## src/rtl/lab2_pkg.sv

```systemverilog
`default_nettype none
// ============================================================================
//  Module      : lab2_pkg
//  Description : Shared types and defaults for the lab2 datapath scheduler:
//                FSM state encoding, requester-id type, parameter defaults.
//  Revision    : 1.0  initial release
// ============================================================================
package lab2_pkg;

    // Scheduler sequence: IDLE -> ISSUE -> WAIT -> DONE -> IDLE
    typedef enum logic [1:0] {
        S_IDLE  = 2'd0,
        S_ISSUE = 2'd1,
        S_WAIT  = 2'd2,
        S_DONE  = 2'd3
    } state_t;

    // Requester id: 0 or 1
    typedef logic owner_t;

    localparam int C_WIDTH_DEFAULT   = 32;
    localparam int C_TIMEOUT_DEFAULT = 64;

endpackage
`default_nettype wire

```

## src/rtl/lab2_sched_if.sv

```systemverilog
`default_nettype none
// ============================================================================
//  Module      : lab2_sched_if
//  Description : Bundle of requester-side and unit-side signals of the lab2
//                scheduler.
//                slave  : scheduler view (takes requests, drives the unit)
//                master : environment view (requesters plus datapath unit)
//  Ports       : req0/x0/ack0/done0, req1/x1/ack1/done1, y, err, busy,
//                mc_start/mc_x (to unit), mc_rdy/mc_y (from unit)
//  Revision    : 1.0  initial release
// ============================================================================
interface lab2_sched_if #(
    parameter int WIDTH = 32
);
    logic             req0;
    logic [WIDTH-1:0] x0;
    logic             ack0;
    logic             done0;
    logic             req1;
    logic [WIDTH-1:0] x1;
    logic             ack1;
    logic             done1;
    logic [WIDTH-1:0] y;
    logic             err;
    logic             busy;
    logic             mc_start;
    logic [WIDTH-1:0] mc_x;
    logic             mc_rdy;
    logic [WIDTH-1:0] mc_y;

    modport slave (
        input  req0, x0, req1, x1, mc_rdy, mc_y,
        output ack0, done0, ack1, done1, y, err, busy, mc_start, mc_x
    );

    modport master (
        output req0, x0, req1, x1, mc_rdy, mc_y,
        input  ack0, done0, ack1, done1, y, err, busy, mc_start, mc_x
    );
endinterface
`default_nettype wire

```

## src/rtl/lab2_rr_arb.sv

```systemverilog
`default_nettype none
// ============================================================================
//  Module      : lab2_rr_arb
//  Description : Two-way round-robin picker, purely combinational.
//  Ports       : i_req0, i_req1   request levels
//                i_last_grant     owner of the most recently completed op
//                o_gnt            selected requester (valid when o_valid)
//                o_valid          at least one requester is asking
//  Revision    : 1.0  initial release
// ============================================================================
module lab2_rr_arb
    import lab2_pkg::*;
(
    input  logic   i_req0,
    input  logic   i_req1,
    input  owner_t i_last_grant,
    output owner_t o_gnt,
    output logic   o_valid
);

    // Sole requester wins outright; on a tie the one that was not served last.
    assign o_gnt   = (i_req0 && i_req1) ? ~i_last_grant : i_req1;
    assign o_valid = i_req0 | i_req1;

endmodule
`default_nettype wire

```

## src/rtl/lab2_sched.sv

```systemverilog
`default_nettype none
// ============================================================================
//  Module      : lab2_sched
//  Description : Shares one multicycle datapath unit between two requesters.
//                Round-robin arbitration, one op in flight, registered result,
//                abort with err after TIMEOUT cycles without mc_rdy.
//  Ports       : clk   rising-edge clock
//                rst   asynchronous reset, active low
//                bus   lab2_sched_if.slave (requesters + unit handshake)
//  Revision    : 1.0  initial release
// ============================================================================
module lab2_sched
    import lab2_pkg::*;
#(
    parameter int WIDTH   = C_WIDTH_DEFAULT,
    parameter int TIMEOUT = C_TIMEOUT_DEFAULT
)(
    input  logic         clk,
    input  logic         rst,
    lab2_sched_if.slave  bus
);

    localparam int             CW         = $clog2(TIMEOUT) + 1;
    localparam logic [CW-1:0]  C_CNT_LAST = CW'(TIMEOUT - 1);

    state_t           r_state;
    state_t           w_state_nxt;
    owner_t           r_owner;
    owner_t           r_last_grant;
    logic [CW-1:0]    r_cnt;
    logic             r_err_flag;
    logic [WIDTH-1:0] r_mc_x;
    logic [WIDTH-1:0] r_y;

    owner_t           w_gnt;
    logic             w_valid;
    logic             w_timeout;

    lab2_rr_arb u_arb (
        .i_req0       (bus.req0),
        .i_req1       (bus.req1),
        .i_last_grant (r_last_grant),
        .o_gnt        (w_gnt),
        .o_valid      (w_valid)
    );

    // Last permitted WAIT cycle; mc_rdy in this same cycle still wins.
    assign w_timeout = (r_cnt == C_CNT_LAST);

    always_comb begin
        w_state_nxt = r_state;
        case (r_state)
            S_IDLE:  if (w_valid) w_state_nxt = S_ISSUE;
            S_ISSUE: w_state_nxt = S_WAIT;
            S_WAIT:  if (bus.mc_rdy || w_timeout) w_state_nxt = S_DONE;
            S_DONE:  w_state_nxt = S_IDLE;
            default: w_state_nxt = S_IDLE;
        endcase
    end

    always_ff @(posedge clk or negedge rst) begin
        if (!rst) begin
            r_state      <= S_IDLE;
            r_owner      <= 1'b0;
            r_last_grant <= 1'b1;       // requester 0 wins the first tie
            r_cnt        <= '0;
            r_err_flag   <= 1'b0;
            r_mc_x       <= '0;
            r_y          <= '0;
        end else begin
            r_state <= w_state_nxt;
            case (r_state)
                S_IDLE: begin
                    if (w_valid) begin
                        r_owner <= w_gnt;
                        r_mc_x  <= w_gnt ? bus.x1 : bus.x0;
                    end
                end
                S_ISSUE: begin
                    r_cnt      <= '0;
                    r_err_flag <= 1'b0;
                end
                S_WAIT: begin
                    if (bus.mc_rdy) begin
                        r_y <= bus.mc_y;
                    end else if (w_timeout) begin
                        r_err_flag <= 1'b1;     // abort: y keeps its old value
                    end else begin
                        r_cnt <= r_cnt + CW'(1);
                    end
                end
                S_DONE: begin
                    r_last_grant <= r_owner;
                end
                default: ;
            endcase
        end
    end

    // Control outputs decode straight from state so reset clears them at once.
    assign bus.mc_start = (r_state == S_ISSUE);
    assign bus.ack0     = (r_state == S_ISSUE) && (r_owner == 1'b0);
    assign bus.ack1     = (r_state == S_ISSUE) && (r_owner == 1'b1);
    assign bus.done0    = (r_state == S_DONE)  && (r_owner == 1'b0);
    assign bus.done1    = (r_state == S_DONE)  && (r_owner == 1'b1);
    assign bus.err      = (r_state == S_DONE)  && r_err_flag;
    assign bus.busy     = (r_state != S_IDLE);
    assign bus.mc_x     = r_mc_x;
    assign bus.y        = r_y;

endmodule
`default_nettype wire

```

## src/flat_wrapper.sv

```systemverilog
// flat-port wrapper written by rule: the top's interface ports become plain ports
module lab2_sched_flat import lab2_pkg::*;
#(
    parameter int WIDTH   = C_WIDTH_DEFAULT,
    parameter int TIMEOUT = C_TIMEOUT_DEFAULT
)
  (clk, rst, bus_req0, bus_x0, bus_req1, bus_x1, bus_mc_rdy, bus_mc_y, bus_ack0, bus_done0, bus_ack1, bus_done1, bus_y, bus_err, bus_busy, bus_mc_start, bus_mc_x);
  lab2_sched_if #(.WIDTH(WIDTH)) bus_i ();
  input  logic clk;
  input  logic rst;
  input wire logic [$bits(bus_i.req0)-1:0] bus_req0;
  input wire logic [$bits(bus_i.x0)-1:0] bus_x0;
  input wire logic [$bits(bus_i.req1)-1:0] bus_req1;
  input wire logic [$bits(bus_i.x1)-1:0] bus_x1;
  input wire logic [$bits(bus_i.mc_rdy)-1:0] bus_mc_rdy;
  input wire logic [$bits(bus_i.mc_y)-1:0] bus_mc_y;
  output wire logic [$bits(bus_i.ack0)-1:0] bus_ack0;
  output wire logic [$bits(bus_i.done0)-1:0] bus_done0;
  output wire logic [$bits(bus_i.ack1)-1:0] bus_ack1;
  output wire logic [$bits(bus_i.done1)-1:0] bus_done1;
  output wire logic [$bits(bus_i.y)-1:0] bus_y;
  output wire logic [$bits(bus_i.err)-1:0] bus_err;
  output wire logic [$bits(bus_i.busy)-1:0] bus_busy;
  output wire logic [$bits(bus_i.mc_start)-1:0] bus_mc_start;
  output wire logic [$bits(bus_i.mc_x)-1:0] bus_mc_x;
  assign bus_i.req0 = bus_req0;
  assign bus_i.x0 = bus_x0;
  assign bus_i.req1 = bus_req1;
  assign bus_i.x1 = bus_x1;
  assign bus_i.mc_rdy = bus_mc_rdy;
  assign bus_i.mc_y = bus_mc_y;
  assign bus_ack0 = bus_i.ack0;
  assign bus_done0 = bus_i.done0;
  assign bus_ack1 = bus_i.ack1;
  assign bus_done1 = bus_i.done1;
  assign bus_y = bus_i.y;
  assign bus_err = bus_i.err;
  assign bus_busy = bus_i.busy;
  assign bus_mc_start = bus_i.mc_start;
  assign bus_mc_x = bus_i.mc_x;
  lab2_sched #(.WIDTH(WIDTH), .TIMEOUT(TIMEOUT)) u_core (.clk(clk), .rst(rst), .bus(bus_i));
endmodule
```

## config.mk

```make
export PLATFORM = sky130hd
export DESIGN_NAME = lab2_sched_flat
export DESIGN_NICKNAME = d
export VERILOG_FILES = /design/src/rtl/lab2_pkg.sv /design/src/rtl/lab2_sched_if.sv /design/src/rtl/lab2_rr_arb.sv /design/src/rtl/lab2_sched.sv /design/src/flat_wrapper.sv
export SDC_FILE = /design/constraint.sdc
export NUM_CORES = 1
export LEC_CHECK = 0
export ABC_AREA = 1
export ABC_CLOCK_PERIOD_IN_PS = 1600
export CAP_MARGIN = 5
export CORE_ASPECT_RATIO = 0.7
export CORE_UTILIZATION = 41
export DETAILED_ROUTE_END_ITERATION = 10
export MAX_ROUTING_LAYER = met4
export PLACE_DENSITY = 0.81
export SYNTH_ARGS = -nofsm -noshare
export SYNTH_HDL_FRONTEND = slang
export SYNTH_SLANG_ARGS = --single-unit
```

## constraint.sdc

```tcl
create_clock -name clk -period 1.6 [get_ports clk]
set_input_delay 0.16 -clock clk [delete_from_list [all_inputs] [get_ports clk]]
set_output_delay 0.16 -clock clk [all_outputs]
set_load 0.02 [all_outputs]
```

==> summary.txt, run 1 <==
Run status
  – Status: completed

Clock tree
  – Clock buffer depth: 2
  – H-tree levels: 3
  – Clock root buffer: clkbuf_16
  – Clock transition at path regs: 0.06 ns
  – CTS tree: built
  – Clk_lat worst skew: 0.32 ns
  – CTS buffer count: 9
  – Clock Sinks: 76

Detailed routing
  – Initial DRC count: 143
  – Routed Antenna Nets: 0
  – Drt total wl: 10020 µm
  – WL per Instance: 16.05 µm
  – Via density per instance: 4.905
  – DR pass1 iterations: 4
  – Vias: 3061
  – Residual DRC: 0

Die
  – Top-level I/O count: 172
  – CORE AREA: 8074 µm²
  – Die ar.: 8943 µm²
  – Chip Width: 112.6 µm
  – # rows: 27
  – Initial Util: 0.4348
  – Chip Height: 79.42 µm

Timing
  – Setup Total Neg Slack: 0 ns
  – Final Hold Fails: 0
  – Setup violators final: 0
  – Slew Limit Fails: 0
  – Post-layout min period: 1.540 ns
  – Slew margin rel.: 0.5924
  – Period utilisation layout: 0.9622
  – Peak Freq: 0.6496 GHz
  – RSZ-0062 raised after global routing: yes
  – Final Skew: 0.003593 ns
  – Worst slew pin tran: 0.6106 ns

Placed design
  – GP Congestion: 0.7980
  – PortBufs: 171
  – DP HPWL: 7093 µm
  – Cells after DPL: 602

Cells and area
  – Inserted Diodes: 0
  – Syn-to-layout area delta: 64.61%
  – Final #Nets: 625
  – Share of layout cells above drive strength 1: 0.1778
  – Fin cells: 624

Synth
  – Post-synthesis sequential area ratio: 0.5421
  – Mux share of post-synthesis cell area: 0.1347
  – #FFs+latches synth: 76
  – Synth Instances: 332
  – Yosys warnings: 0
  – Adder-cell area share of the yosys netlist: 0.01782
  – Post-Synth XOR/XNOR Area: 0.007484
  – Post-Syn Area: 3511 µm²
  – Most used DFF post-synth: dfrtp_1
  – Post-synth EDFFs: 0
  – Synth cell types: 26
  – Syn_nets: 438
  – Synth Area in Simple Gates: 0.1269
  – Mean post-synth cell area: 10.57 µm²
  – Ys async rst share: 1.000
  – Synth Area in Compound Gates: 0.1133
  – Main combinational cell family by area after synthesis: multiplexers

Power
  – Peak VDD IR: 0.001199 V
  – Pwr Density: 1989 nW/µm²
  – Cell leakage power: 2.610 nW

GRT
  – First-pass GRT wire length: 15710 µm
  – Antenna violations before repair: 0
  – Grt total ovfl: 0
  – Pin count of the biggest net entering global routing: 42
  – Vias in the first global route: 3089
  – Total GRT Usage: 0.2313

Setup path
  – Cell Chain, Critical Path: inv_1 > ha_2 > nand2_1 > inv_1 > clkdlybuf4s15_2
  – Most Frequent Cell on Critical Path: inv_1
  – CP startpoint kind: register
  – CP arrival: 1.38 ns
  – Crit path capture type: output pin
  – CP peak stage delay: 0.40 ns
  – Crit path max fanout: 4
  – CP max stage cell: dfrtp_1
  – Crit Path Class: reg -> out
  – Worst EP required: 1.44 ns

Flow run
  – MaxCap Viol Count: 0

Hold path
  – Hold Crit Class: in -> async
[final cells by class]
class | count | area, µm²
clock inverters | 5 | 77.57
inverters | 19 | 71.32
multi-input cells | 222 | 1436
well taps | 101 | 126.4
flip-flops and latches | 76 | 1903
repair buffers | 191 | 1936
fillers | 585 | 2295
clock buffers | 10 | 229.0
[report_power, final]
| part | internal, mW | switching (mW) | total [mW] |
|---|---|---|---|
| Sequential | 2.85 | 0.541 | 3.39 |
| Clock | 1.35 | 0.754 | 2.10 |
| Combinational | 3.12 | 2.88 | 6.00 |
| Total | 7.32 | 4.17 | 11.5 |
[flip-flops by register name, summed over array words and instances, names as in the netlist]
register	flops
u_core.bus.mc_x	32
u_core.bus.y	32
u_core.r_cnt	7
u_core.r_state	2
u_core.r_err_flag	1
u_core.r_last_grant	1
u_core.r_owner	1
[kinds of logic after synthesis]
| logic type | count (synthesis) |
|---|---|
| and+or+nand+nor | 107 |
| AOI/OAI and AO/OA | 75 |
| DFF | 76 |
| xor gates and xnor gates | 3 |
| adders and majority gates | 5 |
| muxes | 32 |
| buffers and inverters | 34 |
[cell usage after synthesis, types with 3 or more instances]
| cell | instances | area share |
|---|---|---|
| buf_2 | 6 | 0.0086 |
| buf_6 | 9 | 0.029 |
| dfrtp_1 | 75 | 0.53 |
| ha_1 | 5 | 0.018 |
| inv_1 | 14 | 0.015 |
| inv_2 | 5 | 0.0053 |
| mux2_4 | 30 | 0.13 |
| nand2_1 | 51 | 0.055 |
| nand2_2 | 3 | 0.0053 |
| nand3_1 | 9 | 0.013 |
| nor2_1 | 39 | 0.042 |
| o21ai_0 | 39 | 0.056 |
| o21ai_1 | 31 | 0.044 |
[metrics by stage]
step / total power [mW] / hold WS [ns] / cell area (µm²) / setup slack, ns / util
2_1_floorplan: 6.565 / -0.1356 / 3511 / 0.1925 / -
3_3_place_gp: 9.042 / 0.01374 / 5363 / 0.02765 / 0.6642
3_5_place_dp: 9.208 / 0.01947 / 5363 / -0.01249 / 0.6642
4_1_cts: 11.34 / 0.2270 / 5675 / 0.002058 / 0.7029
5_1_grt: 12.14 / 0.2399 / 5779 / -0.03683 / 0.7158
6_report: 11.49 / 0.2204 / 5779 / 0.06050 / 0.7158
[what timing repair did]
action,CTS,global route
pin swaps,0,2
hold buffers,1,0
cloned,0,2
setup endpoints to repair,7,12
gates resized for setup,17,12
hold endpoints to repair,51,0
setup buffers,0,4
[layer usage]
metal,up-vias,global-route usage,share of wire
met5,-,-,0
met4,0,0.04400,0.0073
met3,8,0.05163,0.061
met2,109,0.3864,0.49
met1,1475,0.2933,0.45
li1,1469,-,-
[critical path: cells and delay by family (launching register included)]
family	cells	cell delay (ns)
adders and majority gates	1	0.20
buffers and inverters	3	0.40
DFF	1	0.40
and+or+nand+nor	1	0.05
[layout by cell type (no fill, tap or decap), types with 2 or more instances in the layout]
cell type	instances
ha_1	2
clkbuf_16	11
nand3_1	9
nand2_2	3
nand2_1	51
buf_12	4
clkdlybuf4s15_2	3
nor2_1	39
a21oi_2	2
clkdlybuf4s50_1	163
bufinv_16	2
xnor2_1	2
clkbuf_2	2
nor2_4	2
o21ai_0	38
mux2_2	2
inv_1	13
buf_4	14
dfrtp_1	75
inv_2	6
clkinv_2	2
ha_2	2
o21ai_1	32
mux2_4	30
[worst paths after layout]
check	startpoint	to	slack (ns)	cells after the start
worst max-delay path	u_core.r_state[1]	bus_ack1	0.06	5
worst min-delay path	rst	u_core.bus.y[15]	0.22	2
worst max register to register	u_core.r_state[0]	u_core.bus.mc_x[11]	0.07	8
worst min register to register	u_core.r_last_grant	u_core.r_last_grant	0.49	2
max in group asynchronous	rst	u_core.bus.mc_x[6]	0.81	3
min in group clk	bus_x1[16]	u_core.bus.mc_x[16]	0.44	3
Note: power is estimated with default switching activity, not from simulation.
==> inputs of run 2 (changes only) <==
--- a/config.mk
+++ b/config.mk
@@ -7,7 +7,7 @@
 export LEC_CHECK = 0
 export ABC_AREA = 1
 export ABC_CLOCK_PERIOD_IN_PS = 1600
-export CAP_MARGIN = 5
+export CAP_MARGIN = 20
 export CORE_ASPECT_RATIO = 0.7
 export CORE_UTILIZATION = 41
 export DETAILED_ROUTE_END_ITERATION = 10
==> results of run 2 <==
Same layout as run 1: the final DEF is identical, and so are final timing and power.
==> inputs of run 3 (changes only) <==
--- a/config.mk
+++ b/config.mk
@@ -6,13 +6,14 @@
 export NUM_CORES = 1
 export LEC_CHECK = 0
 export ABC_AREA = 1
-export ABC_CLOCK_PERIOD_IN_PS = 1600
+export ABC_CLOCK_PERIOD_IN_PS = 1300
 export CAP_MARGIN = 20
-export CORE_ASPECT_RATIO = 0.7
-export CORE_UTILIZATION = 41
+export CORE_ASPECT_RATIO = 1.2
+export CORE_UTILIZATION = 37
 export DETAILED_ROUTE_END_ITERATION = 10
 export MAX_ROUTING_LAYER = met4
-export PLACE_DENSITY = 0.81
+export PLACE_DENSITY = 0.77
+export REMOVE_ABC_BUFFERS = 1
 export SYNTH_ARGS = -nofsm -noshare
 export SYNTH_HDL_FRONTEND = slang
 export SYNTH_SLANG_ARGS = --single-unit
==> constraint.sdc (replaced) <==
create_clock -name clk -period 1.3 [get_ports clk]
set_input_delay 0.13 -clock clk [delete_from_list [all_inputs] [get_ports clk]]
set_output_delay 0.13 -clock clk [all_outputs]
set_load 0.02 [all_outputs]
==> summary.txt, run 3 (synthesized netlist as in run 1, its figures left out) <==
GRT
  – First-pass GRT wire length: 16280 µm (+3.6%)
  – Vias in the first global route: 3321 (+7.5%)
  – Pin count of the biggest net entering global routing: 41 (-2.4%)
  – Antenna violations before repair: 0 (unchanged)
  – Total GRT Usage: 0.2214 (-0.009846)
  – Grt total ovfl: 0 (unchanged)

Detailed routing
  – Via density per instance: 4.799 (-2.2%)
  – WL per Instance: 15.26 µm (-4.9%)
  – DR pass1 iterations: 4 (unchanged)
  – Initial DRC count: 141 (-1.4%)
  – Residual DRC: 0 (unchanged)
  – Routed Antenna Nets: 0 (unchanged)
  – Vias: 3158 (+3.2%)
  – Drt total wl: 10040 µm (+0.23%)

Setup path
  – Crit path capture type: output pin
  – Worst EP required: 1.17 ns (-0.27 ns)
  – Crit Path Class: reg -> out
  – R2r setup slk: -0.17 ns (-0.24 ns)
  – R2r endpoint: u_core.bus.mc_x[12]
  – CP startpoint kind: register
  – Crit path max fanout: 3 (-1)
  – FF-to-FF Start: u_core.r_state[0]
  – Reg2Reg Depth: 7 (-1)
  – CP arrival: 1.35 ns (-0.03 ns)

Cells and area
  – Inserted Diodes: 0 (unchanged)
  – Core Util, Final: 0.6478 (-0.06804)
  – Commonest non-fill, non-tap cell in the layout: clkdlybuf4s50_1
  – Fin cells: 658 (+5.4%)
  – Syn-to-layout area delta: 68.42%
  – Number of fill cells: 727 (+24%)
  – Commonest non-fill, non-tap cells in the layout: 99 x clkdlybuf4s50_1, 74 x dfrtp_1, 66 x o21ai_1, 64 x dlygate4sd2_1, 44 x nand2_1
  – Share of layout cells above drive strength 1: 0.2509 (+0.07311)
  – Final #Nets: 639 (+2.2%)
  – Final Instance Area: 5913 µm² (+2.3%)

Power
  – Peak VDD IR: 0.001244 V (+3.8%)
  – Combinational fraction of design power: 0.556 (+0.034)
  – Sequential Power Share: 0.317 (+0.022)
  – Pwr Density: 2233 nW/µm² (+12%)
  – Internal power: 7.852 mW (+7.3%)
  – Clock network power share: 0.127 (-0.056)
  – Net Switching: 5.354 mW (+28%)
  – Switching share of power: 0.4054 (+0.04232)
  – Cell leakage power: 2.794 nW (+7.1%)

Timing
  – Worst slew pin tran: 0.4450 ns (-0.1655 ns)
  – Final Skew: 0.007869 ns (+0.004276 ns)
  – Period utilisation layout: 1.142
  – Setup Total Neg Slack: -11.10 ns (-11.10 ns)
  – Setup violators final: 82 (+82)
  – Peak Freq: 0.6735 GHz
  – Slew margin rel.: 0.7033 (+0.1110)
  – Final Hold Fails: 0 (unchanged)
  – RSZ-0062 raised after global routing: yes
  – Setup ws final: -0.1847 ns (-0.2452 ns)
  – Post-layout min period: 1.485 ns
  – Slew Limit Fails: 0 (unchanged)

Die
  – # rows: 38 (+41%)
  – Die ar.: 9884 µm² (+11%)
  – Chip Width: 90.93 µm (-19%)
  – Initial Util: 0.3846 (-0.05024)
  – Top-level I/O count: 172 (unchanged)
  – CORE AREA: 9129 µm² (+13%)
  – Chip Height: 108.7 µm (+37%)

Placed design
  – PortBufs: 171 (unchanged)
  – DP Area: 5446 µm² (+1.6%)
  – Cells after DPL: 629 (+4.5%)
  – DP HPWL: 6823 µm (-3.8%)
  – Pre-CTS setup slack: -0.2963 ns (-0.2838 ns)
  – GP Congestion: 0.7466 (-6.4%)

Run status
  – Status: finished, violations left
  – Violated checks: negative setup slack

Flow run
  – MaxCap Viol Count: 0 (unchanged)

Clock tree
  – Clock buffer depth: 2 (unchanged)
  – CTS tree: built
  – Clk_lat worst skew: 0.35 ns (+0.03 ns)
  – Clock Sinks: 76 (unchanged)
  – Clock transition at path regs: 0.08 ns (+0.02 ns)
  – H-tree levels: 3 (unchanged)
  – Clock root buffer: clkbuf_8
  – CTS buffer count: 9 (unchanged)

Hold path
  – Hold Crit Class: in -> async
-- run 3: changes by cell type in the layout (fill, tap and decap cells not counted), sizes merged --
cell / previous run / this run
clkdlybuf4s50: 163 / 99
dlygate4sd2: 0 / 64
buf: 19 / 39
clkdlybuf4s15: 4 / 0
bufinv: 2 / 0
clkbuf: 14 / 16
clkinvlp: 1 / 0
inv: 19 / 18
nand2: 55 / 56
-- run 3: worst max path at each step --
stage	start	to	slack (ns)
5_1_grt	u_core.r_state[0]	u_core.bus.mc_x[3]	-0.24
3_5_place_dp	bus_req1	u_core.bus.mc_x[12]	-0.30
3_3_place_gp	u_core.r_state[1]	bus_ack0	-0.22
4_1_cts	u_core.r_state[1]	bus_done1	-0.17
6_report	u_core.r_state[0]	bus_ack0	-0.18
2_1_floorplan	u_core.r_state[0]	u_core.bus.y[0]	-0.51
-- run 3: stage by stage --
step	power [mW]	hold slack [ns]
4_1_cts	13.06	0.2947
2_1_floorplan	7.835	-0.1656
5_1_grt	14.03	0.3059
6_report	13.21	0.2929
3_5_place_dp	11.30	0.1132
3_3_place_gp	11.12	0.1129
-- run 3: layout make-up --
cell class / instances / area, µm² / area share
Clock inverter: 1 / 5.005 / 0.0008464
Timing Repair Buffer: 204 / 1996 / 0.3375
Inverter: 19 / 93.84 / 0.01587
Multi-Input combinational cell: 223 / 1588 / 0.2685
Sequential cell: 76 / 1904 / 0.3220
Tap cell: 120 / 150.1 / 0.02539
Clock buffer: 15 / 176.4 / 0.02983
-- run 3: timing repair --
| action | CTS | global route |
|---|---|---|
| resized for setup | 183 | 31 |
| endpoints found under the setup margin | 146 | 82 |
| buffers inserted | 7 | 4 |
| pin swaps | 6 | 11 |
| gates cloned | 2 | 1 |
| endpoints found under the hold margin | 76 | 0 |
| hold buffers | 1 | 0 |
-- run 3: power by group through the flow --
stage                     combinational, mW  sequential, mW  clock [mW]
after floorplan                        2.47            5.36           0
after global placement                 6.97            4.15           0
after detailed placement               7.11            4.19           0
after CTS                              7.17            4.15        1.75
after global routing                   7.86            4.33        1.85
final                                  7.35            4.18        1.68
-- run 3: metal layers --
metal,track usage,up-vias,share of wire
met5,-,-,0
met4,0.08617,0,0.018
met3,0.05021,16,0.071
met2,0.3728,157,0.50
met1,0.2597,1484,0.41
li1,-,1501,-
-- run 3: critical path, stage by stage, from the launching register on --
cell     delay (ns)
dfrtp_1        0.43
buf_6          0.14
ha_4           0.16
inv_2          0.07
nor2_2         0.04
buf_4          0.16
